==> src/rtl/mips_pkg.sv <==
// Shared definitions for the multi-cycle MIPS control path: opcodes, ALU op
// codes, sequencer state encoding and the datapath select encodings.
package mips_pkg;

   typedef enum logic [3:0] {
      FETCH     = 4'd0,
      DECODE    = 4'd1,
      MEM_ADDR  = 4'd2,
      MEM_READ  = 4'd3,
      MEM_WB    = 4'd4,
      MEM_WRITE = 4'd5,
      EXEC_R    = 4'd6,
      R_WB      = 4'd7,
      EXEC_I    = 4'd8,
      I_WB      = 4'd9,
      BRANCH    = 4'd10,
      JUMP      = 4'd11,
      FAULT     = 4'd12
   } stateT;

   localparam logic [5:0] OP_RTYPE = 6'b000000;
   localparam logic [5:0] OP_LW    = 6'b100011;
   localparam logic [5:0] OP_SW    = 6'b101011;
   localparam logic [5:0] OP_ADDI  = 6'b001000;
   localparam logic [5:0] OP_ANDI  = 6'b001100;
   localparam logic [5:0] OP_ORI   = 6'b001101;
   localparam logic [5:0] OP_XORI  = 6'b001110;
   localparam logic [5:0] OP_SLTI  = 6'b001010;
   localparam logic [5:0] OP_SEQ   = 6'b011000;
   localparam logic [5:0] OP_BEQ   = 6'b000100;
   localparam logic [5:0] OP_J     = 6'b000010;

   localparam logic [4:0] ALU_ADD    = 5'b00000;
   localparam logic [4:0] ALU_RFUNCT = 5'b00010;
   localparam logic [4:0] ALU_ADDI   = 5'b00011;
   localparam logic [4:0] ALU_AND    = 5'b00100;
   localparam logic [4:0] ALU_OR     = 5'b00101;
   localparam logic [4:0] ALU_XOR    = 5'b00110;
   localparam logic [4:0] ALU_SLT    = 5'b00111;
   localparam logic [4:0] ALU_SUB    = 5'b01000;
   localparam logic [4:0] ALU_SEQ    = 5'b01001;
   localparam logic [4:0] ALU_NOP    = 5'b01111;

   localparam logic [1:0] PC_ALU    = 2'b00;
   localparam logic [1:0] PC_ALUOUT = 2'b01;
   localparam logic [1:0] PC_JUMP   = 2'b10;

   localparam logic [1:0] SRCB_RT    = 2'b00;
   localparam logic [1:0] SRCB_FOUR  = 2'b01;
   localparam logic [1:0] SRCB_IMM   = 2'b10;
   localparam logic [1:0] SRCB_IMMSH = 2'b11;

   typedef struct packed {
      logic       memReq;
      logic       memWe;
      logic       iOrD;
      logic       irWrite;
      logic       pcWrite;
      logic       pcWriteCond;
      logic [1:0] pcSrc;
      logic       aluSrcA;
      logic [1:0] aluSrcB;
      logic [4:0] aluOp;
      logic       regDst;
      logic       regWrite;
      logic       memToReg;
      logic       fault;
   } ctrlT;

   function automatic logic [4:0] iTypeAluOp(input logic [5:0] op);
      case (op)
         OP_ADDI: return ALU_ADDI;
         OP_ANDI: return ALU_AND;
         OP_ORI:  return ALU_OR;
         OP_XORI: return ALU_XOR;
         OP_SLTI: return ALU_SLT;
         OP_SEQ:  return ALU_SEQ;
         default: return ALU_NOP;
      endcase
   endfunction

endpackage

==> src/rtl/mc_sequencer_if.sv <==
// Sequencer-to-datapath/memory signal bundle; master is the sequencer side.
interface mc_sequencer_if;
   logic [5:0] opcode;
   logic       zero;
   logic       mem_ready;
   logic       mem_req;
   logic       mem_we;
   logic       i_or_d;
   logic       ir_write;
   logic       pc_write;
   logic       pc_write_cond;
   logic [1:0] pc_src;
   logic       alu_src_a;
   logic [1:0] alu_src_b;
   logic [4:0] alu_op;
   logic       reg_dst;
   logic       reg_write;
   logic       mem_to_reg;
   logic       retire;
   logic       fault;
   logic [3:0] state;

   modport master (
      input  opcode, zero, mem_ready,
      output mem_req, mem_we, i_or_d, ir_write, pc_write, pc_write_cond, pc_src,
             alu_src_a, alu_src_b, alu_op, reg_dst, reg_write, mem_to_reg,
             retire, fault, state
   );

   modport slave (
      output opcode, zero, mem_ready,
      input  mem_req, mem_we, i_or_d, ir_write, pc_write, pc_write_cond, pc_src,
             alu_src_a, alu_src_b, alu_op, reg_dst, reg_write, mem_to_reg,
             retire, fault, state
   );
endinterface

==> src/rtl/mc_output_decode.sv <==
// Moore control decode: sequencer state (plus opcode for the I-type ALU op and
// mem_ready for the fetch strobes) to the datapath control vector.
module mc_output_decode
   import mips_pkg::*;
(
   input  stateT      state,
   input  logic [5:0] opcode,
   input  logic       memReady,
   output ctrlT       ctrl
);

   always_comb begin
      ctrl = '0;
      case (state)
         FETCH: begin
            ctrl.memReq  = 1'b1;
            ctrl.aluSrcB = SRCB_FOUR;
            ctrl.aluOp   = ALU_ADD;
            ctrl.pcSrc   = PC_ALU;
            ctrl.irWrite = memReady;
            ctrl.pcWrite = memReady;
         end
         DECODE: begin
            ctrl.aluSrcB = SRCB_IMMSH;
            ctrl.aluOp   = ALU_ADD;
         end
         MEM_ADDR: begin
            ctrl.aluSrcA = 1'b1;
            ctrl.aluSrcB = SRCB_IMM;
            ctrl.aluOp   = ALU_ADD;
         end
         MEM_READ: begin
            ctrl.memReq = 1'b1;
            ctrl.iOrD   = 1'b1;
         end
         MEM_WB: begin
            ctrl.regWrite = 1'b1;
            ctrl.memToReg = 1'b1;
         end
         MEM_WRITE: begin
            ctrl.memReq = 1'b1;
            ctrl.memWe  = 1'b1;
            ctrl.iOrD   = 1'b1;
         end
         EXEC_R: begin
            ctrl.aluSrcA = 1'b1;
            ctrl.aluSrcB = SRCB_RT;
            ctrl.aluOp   = ALU_RFUNCT;
         end
         R_WB: begin
            ctrl.regWrite = 1'b1;
            ctrl.regDst   = 1'b1;
         end
         EXEC_I: begin
            ctrl.aluSrcA = 1'b1;
            ctrl.aluSrcB = SRCB_IMM;
            ctrl.aluOp   = iTypeAluOp(opcode);
         end
         I_WB: begin
            ctrl.regWrite = 1'b1;
         end
         BRANCH: begin
            ctrl.aluSrcA     = 1'b1;
            ctrl.aluSrcB     = SRCB_RT;
            ctrl.aluOp       = ALU_SUB;
            ctrl.pcWriteCond = 1'b1;
            ctrl.pcSrc       = PC_ALUOUT;
         end
         JUMP: begin
            ctrl.pcWrite = 1'b1;
            ctrl.pcSrc   = PC_JUMP;
         end
         FAULT: begin
            ctrl.fault = 1'b1;
            ctrl.aluOp = ALU_NOP;
         end
         default: ;
      endcase
   end

endmodule

==> src/rtl/mc_sequencer.sv <==
// Multi-cycle MIPS control sequencer: state register, memory wait counter with
// timeout fault, and the registered retire pulse.
module mc_sequencer
   import mips_pkg::*;
#(
   parameter int unsigned MEM_TIMEOUT = 15,
   parameter int unsigned CNT_W       = 8
) (
   input logic           clk,
   input logic           rst_n,
   mc_sequencer_if.master bus
);

   stateT            state;
   stateT            nextState;
   logic [CNT_W-1:0] waitCnt;
   logic             retireQ;
   logic             timeout;
   ctrlT             ctrl;

   mc_output_decode uDecode (
      .state    (state),
      .opcode   (bus.opcode),
      .memReady (bus.mem_ready),
      .ctrl     (ctrl)
   );

   // mem_ready on the timeout cycle still completes the access.
   assign timeout = ctrl.memReq && !bus.mem_ready && (waitCnt == CNT_W'(MEM_TIMEOUT));

   always_comb begin
      nextState = state;
      case (state)
         FETCH:     if (timeout) nextState = FAULT;
                    else if (bus.mem_ready) nextState = DECODE;
         DECODE: begin
            case (bus.opcode)
               OP_RTYPE:                  nextState = EXEC_R;
               OP_LW, OP_SW:              nextState = MEM_ADDR;
               OP_ADDI, OP_ANDI, OP_ORI,
               OP_XORI, OP_SLTI, OP_SEQ:  nextState = EXEC_I;
               OP_BEQ:                    nextState = BRANCH;
               OP_J:                      nextState = JUMP;
               default:                   nextState = FAULT;
            endcase
         end
         MEM_ADDR:  nextState = (bus.opcode == OP_LW) ? MEM_READ :
                                (bus.opcode == OP_SW) ? MEM_WRITE : FAULT;
         MEM_READ:  if (timeout) nextState = FAULT;
                    else if (bus.mem_ready) nextState = MEM_WB;
         MEM_WRITE: if (timeout) nextState = FAULT;
                    else if (bus.mem_ready) nextState = FETCH;
         MEM_WB, R_WB, I_WB, BRANCH, JUMP: nextState = FETCH;
         EXEC_R:    nextState = R_WB;
         EXEC_I:    nextState = I_WB;
         FAULT:     nextState = FAULT;
         default:   nextState = FAULT;
      endcase
   end

   always_ff @(posedge clk or negedge rst_n) begin
      if (!rst_n) begin
         state   <= FETCH;
         waitCnt <= '0;
         retireQ <= 1'b0;
      end else begin
         state   <= nextState;
         // Every path back into FETCH (other than from FETCH itself) completes an instruction.
         retireQ <= (nextState == FETCH) && (state != FETCH);
         if (nextState != state || bus.mem_ready || !ctrl.memReq)
            waitCnt <= '0;
         else
            waitCnt <= waitCnt + CNT_W'(1);
      end
   end

   // Fetch strobes follow mem_ready combinationally, so they are held off during reset.
   assign bus.mem_req       = ctrl.memReq;
   assign bus.mem_we        = ctrl.memWe;
   assign bus.i_or_d        = ctrl.iOrD;
   assign bus.ir_write      = ctrl.irWrite & rst_n;
   assign bus.pc_write      = ctrl.pcWrite & rst_n;
   assign bus.pc_write_cond = ctrl.pcWriteCond;
   assign bus.pc_src        = ctrl.pcSrc;
   assign bus.alu_src_a     = ctrl.aluSrcA;
   assign bus.alu_src_b     = ctrl.aluSrcB;
   assign bus.alu_op        = ctrl.aluOp;
   assign bus.reg_dst       = ctrl.regDst;
   assign bus.reg_write     = ctrl.regWrite;
   assign bus.mem_to_reg    = ctrl.memToReg;
   assign bus.fault         = ctrl.fault;
   assign bus.retire        = retireQ;
   assign bus.state         = state;

endmodule

==> src/flat_wrapper.sv <==
// flat-port wrapper written by rule: the top's interface ports become plain ports
module mc_sequencer_flat import mips_pkg::*;
#(
   parameter int unsigned MEM_TIMEOUT = 15,
   parameter int unsigned CNT_W       = 8
)
  (clk, rst_n, bus_opcode, bus_zero, bus_mem_ready, bus_mem_req, bus_mem_we, bus_i_or_d, bus_ir_write, bus_pc_write, bus_pc_write_cond, bus_pc_src, bus_alu_src_a, bus_alu_src_b, bus_alu_op, bus_reg_dst, bus_reg_write, bus_mem_to_reg, bus_retire, bus_fault, bus_state);
  mc_sequencer_if bus_i ();
  input logic clk;
  input logic rst_n;
  input wire logic [$bits(bus_i.opcode)-1:0] bus_opcode;
  input wire logic [$bits(bus_i.zero)-1:0] bus_zero;
  input wire logic [$bits(bus_i.mem_ready)-1:0] bus_mem_ready;
  output wire logic [$bits(bus_i.mem_req)-1:0] bus_mem_req;
  output wire logic [$bits(bus_i.mem_we)-1:0] bus_mem_we;
  output wire logic [$bits(bus_i.i_or_d)-1:0] bus_i_or_d;
  output wire logic [$bits(bus_i.ir_write)-1:0] bus_ir_write;
  output wire logic [$bits(bus_i.pc_write)-1:0] bus_pc_write;
  output wire logic [$bits(bus_i.pc_write_cond)-1:0] bus_pc_write_cond;
  output wire logic [$bits(bus_i.pc_src)-1:0] bus_pc_src;
  output wire logic [$bits(bus_i.alu_src_a)-1:0] bus_alu_src_a;
  output wire logic [$bits(bus_i.alu_src_b)-1:0] bus_alu_src_b;
  output wire logic [$bits(bus_i.alu_op)-1:0] bus_alu_op;
  output wire logic [$bits(bus_i.reg_dst)-1:0] bus_reg_dst;
  output wire logic [$bits(bus_i.reg_write)-1:0] bus_reg_write;
  output wire logic [$bits(bus_i.mem_to_reg)-1:0] bus_mem_to_reg;
  output wire logic [$bits(bus_i.retire)-1:0] bus_retire;
  output wire logic [$bits(bus_i.fault)-1:0] bus_fault;
  output wire logic [$bits(bus_i.state)-1:0] bus_state;
  assign bus_i.opcode = bus_opcode;
  assign bus_i.zero = bus_zero;
  assign bus_i.mem_ready = bus_mem_ready;
  assign bus_mem_req = bus_i.mem_req;
  assign bus_mem_we = bus_i.mem_we;
  assign bus_i_or_d = bus_i.i_or_d;
  assign bus_ir_write = bus_i.ir_write;
  assign bus_pc_write = bus_i.pc_write;
  assign bus_pc_write_cond = bus_i.pc_write_cond;
  assign bus_pc_src = bus_i.pc_src;
  assign bus_alu_src_a = bus_i.alu_src_a;
  assign bus_alu_src_b = bus_i.alu_src_b;
  assign bus_alu_op = bus_i.alu_op;
  assign bus_reg_dst = bus_i.reg_dst;
  assign bus_reg_write = bus_i.reg_write;
  assign bus_mem_to_reg = bus_i.mem_to_reg;
  assign bus_retire = bus_i.retire;
  assign bus_fault = bus_i.fault;
  assign bus_state = bus_i.state;
  mc_sequencer #(.MEM_TIMEOUT(MEM_TIMEOUT), .CNT_W(CNT_W)) u_core (.clk(clk), .rst_n(rst_n), .bus(bus_i));
endmodule
==> config.mk <==
export PLATFORM = sky130hd
export DESIGN_NAME = mc_sequencer_flat
export DESIGN_NICKNAME = d
export VERILOG_FILES = /design/src/rtl/mips_pkg.sv /design/src/rtl/mc_sequencer_if.sv /design/src/rtl/mc_output_decode.sv /design/src/rtl/mc_sequencer.sv /design/src/flat_wrapper.sv
export SDC_FILE = /design/constraint.sdc
export NUM_CORES = 1
export LEC_CHECK = 0
export ABC_CLOCK_PERIOD_IN_PS = 2600
export BUFFER_PORTS_ARGS = -buffer_cell sky130_fd_sc_hd__buf_2
export CORE_ASPECT_RATIO = 1.4
export CORE_MARGIN = 2
export CORE_UTILIZATION = 55
export CTS_BUF_LIST = sky130_fd_sc_hd__clkbuf_4 sky130_fd_sc_hd__clkbuf_8
export CTS_CLUSTER_DIAMETER = 200
export CTS_CLUSTER_SIZE = 25
export DETAILED_ROUTE_END_ITERATION = 7
export HOLD_SLACK_MARGIN = 0.02
export PLACE_DENSITY = 0.81
export SLEW_MARGIN = 20
export SYNTH_ARGS = -nofsm -noshare
export SYNTH_HDL_FRONTEND = slang
export SYNTH_HIERARCHICAL = 1
export SYNTH_SLANG_ARGS = --single-unit
==> constraint.sdc <==
create_clock -name clk -period 2.6 [get_ports clk]
set_clock_uncertainty 0.1 [all_clocks]
set_input_delay 0.13 -clock clk [delete_from_list [all_inputs] [get_ports clk]]
set_output_delay 0.13 -clock clk [all_outputs]
set_load 0.05 [all_outputs]
==> summary.md <==
| Metric | Value |
|---|---|
| Layout cells sized above 1 | `33.01%` |
| # Max-Cap Violations | `0` |
| Diode count | `0` |
| Hpwl dp | `2503 microns` |
| Post-synth top area share | `23.21%` |
| Final Max Slew Viols | `0` |
| Drt initial violations | `64` |
| CTS root buf | `clkbuf_4` |
| Area contributors post-synth | `dfrtp_1, nor3_1, nor2_1` |
| IO buf count | `32` |
| First-pass GRT wire length | `5671 microns` |
| Tot GR Track Use | `25.04%` |
| Clock tree buffer depth | `2` |
| Met1 usage | `29.19%` |
| Outcome | `completed` |
| Synth cell count leaders | `nor2_1, nand2_1, nor3_1, dfrtp_1, nand3_1` |
| Nets | `218` |
| FFs w/ async S/R, synth | `100.0%` |
| Met3 Resource Use GR | `2.579%` |
| # rows | `21` |
| CP max stage cell | `dfrtp_2` |
| Post-Route Utilization | `69.10%` |
| Core box area | `2417 sq um` |
| Final worst-path cycle share | `93.10%` |
| Worst EP required | `2.68 ns` |
| Final min period | `2.421 ns` |
| Worst Setup Start Kind | `flip-flop` |
| Drc violations | `0` |
| First drt pass iteration count | `5` |
| Critical path peak fanout | `13` |
| HP Class | `in -> async` |
| Mapped Avg Cell Area | `7.962 sq um` |
| Clock latency on the worst-skew pair | `0.28 ns` |
| Seq cells post-synth | `13` |
| TritonCTS clock tree | `yes` |
| RD Place Congestion | `0.8201` |
| Max incr delay on CP | `0.50 ns` |
| Area growth, synth to finish | `19.20%` |
| Commonest register cell after synthesis | `dfrtp_1` |
| Most numerous cell in the Yosys netlist | `nor2_1` |
| Die Width | `46.66 microns` |
| CTS sink cnt | `13` |
| Synthesized area | `1401 sq um` |
| Worst EP arrival | `2.50 ns` |
| Cells on worst reg2reg path | `9` |
| TNS Setup | `0 ns` |
| Crit end category | `flip-flop` |
| Reg power frac | `53.0%` |
| ANT nets after route | `0` |
| Initial core utilization | `57.97%` |
| Final setup fails | `0` |
| Filler Cells Inserted | `211` |
| Cell variety after synth | `61` |
| Fmax | `0.4131 GHz` |
| Comb pwr share | `12.2%` |
| Vias/cell | `5.996` |
| Vias in the first global route | `1336` |
| Antenna violations before repair | `0` |
| Post-synthesis cell count | `176` |
| Pleak | `0.7063 nW` |
| RSZ-0062 raised after global routing | `no` |
| Met2 Use GR | `43.40%` |
| Largest net degree at the start of global routing | `27` |
| Clock power share | `34.8%` |
| Syn_nets | `187` |
| Num CTS Buffers | `3` |
| DR vias | `1439` |
| GRT busiest layer | `met2` |
| I/O pins | `35` |
| Die Outline Area | `2973 sq um` |
| Area leader, netlist | `dfrtp_1` |
| Number of synthesized flops with an enable pin | `0` |
| Routed wire length | `3491 microns` |
| YS warnings | `6` |
| Sw frac | `24.72%` |
| Critical path, cell by cell | `xor2_1, a21oi_2, nor2_4, inv_1, nor3_1, o41a_1, a311oi_2, o21ai_4, nor4b_2` |
| Power Dens Cells | `229.3 nW/um^2` |
| DR WL/cell | `14.55 microns` |
| CTS clk-pin slew, worst paths | `0.08 ns` |
| GR Overflow Total | `0` |
| H-tree depth | `1` |
| Max IR drop VDD | `0.3034 mV` |
| Internal Power | `0.2884 mW` |
| Share of the yosys chip area belonging to registers | `23.21%` |
| Net Switching | `0.09467 mW` |
| Die H | `63.73 microns` |
| Setup CP Type | `reg -> reg` |
| Fin. Hold Viols | `0` |
## power by group through the flow
stage	combinational, mW	clock, mW	sequential (mW)
floorplan	0.0257	0	0.207
global route	0.0511	0.146	0.203
detailed placement	0.0452	0	0.207
global placement	0.0436	0	0.207
finish	0.0468	0.133	0.203
CTS	0.0464	0.139	0.203
## flip-flops by register name, summed over array words and instances (netlist names)
signal and cells:
u_core/bus.retire 1, u_core/bus.state 4, u_core/waitCnt 8
## cell usage in the layout (no fill, tap or decap), drive strengths merged, types with 2 or more instances in the layout
cell	instances
nor2	18
buf	37
a211oi	2
xnor2	2
xor2	5
mux2	2
clkbuf	4
nor3b	4
a2111oi	2
a211o	2
a21oi	4
nand3	7
nand2b	6
nand2	17
a31oi	2
nor3	18
a21o	2
o211ai	2
o21ai	8
o21bai	2
inv	3
and2	4
dfrtp	13
or3	2
nor2b	2
or3b	2
nor4b	5
a31o	2
and3	4
## path summary, 6_finish.rpt
check | endpoint | slack, ns | startpoint
worst min-delay path | u_core/waitCnt[5]$_DFF_PN0_ | 0.20 | rst_n
worst max register to register | u_core/waitCnt[0]$_DFF_PN0_ | 0.18 | u_core/bus.state[2]$_DFF_PN0_
worst max-delay path | u_core/waitCnt[0]$_DFF_PN0_ | 0.18 | u_core/bus.state[2]$_DFF_PN0_
worst min register to register | u_core/waitCnt[0]$_DFF_PN0_ | 0.40 | u_core/waitCnt[0]$_DFF_PN0_
max in group asynchronous | u_core/bus.state[2]$_DFF_PN0_ | 1.95 | rst_n
min in group clk | u_core/bus.state[3]$_DFF_PN0_ | 0.32 | bus_opcode[4]
## critical path, delay by kind of cell (launching register included)
kind	cells	cell delay, ns
buffers and inverters	1	0.06
AO/OA/AOI/OAI	4	1.07
AND/OR/NAND/NOR	3	0.39
XOR/XNOR	1	0.19
flip-flops	1	0.50
## area by class of cell
cell class / count / area (sq um) / share of cell area, %
well taps: 34 / 42.54 / 2.547
multi-input cells: 148 / 1050 / 62.85
inverters: 3 / 11.26 / 0.6742
repair buffers: 38 / 207.7 / 12.43
clock buffers: 4 / 30.03 / 1.798
flip-flops and latches: 13 / 329.1 / 19.70
## per-stage QoR
| step | power [mW] | cells | hold slack [ns] | instance area (sq um) | worst slack, ns |
|---|---|---|---|---|---|
| after floorplan | 0.2329 | 176 | -0.2656 | 1450 | -0.04280 |
| after global placement | 0.2506 | 235 | -0.07545 | 1615 | 0.2542 |
| after detailed placement | 0.2521 | 235 | -0.07128 | 1615 | 0.1592 |
| after CTS | 0.3880 | 240 | 0.1549 | 1655 | 0.1346 |
| after global routing | 0.4005 | 240 | 0.2231 | 1670 | 0.01446 |
| final | 0.3830 | 240 | 0.1971 | 1670 | 0.1794 |
## what timing repair did
action | CTS | global route
hold buffers | 1 | 0
endpoints found under the hold margin | 13 | 0
setup buffers | 0 | 0
gates resized for setup | 0 | 3
setup endpoints to repair | 0 | 2
## cells by family after synthesis
group	share of synthesized area [%]
DFF	23.21
other	0.2676
AOI/OAI and AO/OA	21.34
and+or+nand+nor	40.98
adders and majority gates	0.8927
xor gates and xnor gates	4.375
muxes	3.214
buffers and inverters	5.714
## metal layers
| layer | up-vias | part of all wire, % |
|---|---|---|
| met2 | 55 | 52 |
| met1 | 664 | 40 |
| li1 | 707 | - |
| met4 | 0 | 3.3 |
| met3 | 13 | 5.0 |
| met5 | - | 0 |
No activity file was read; power rests on OpenSTA's default activity.
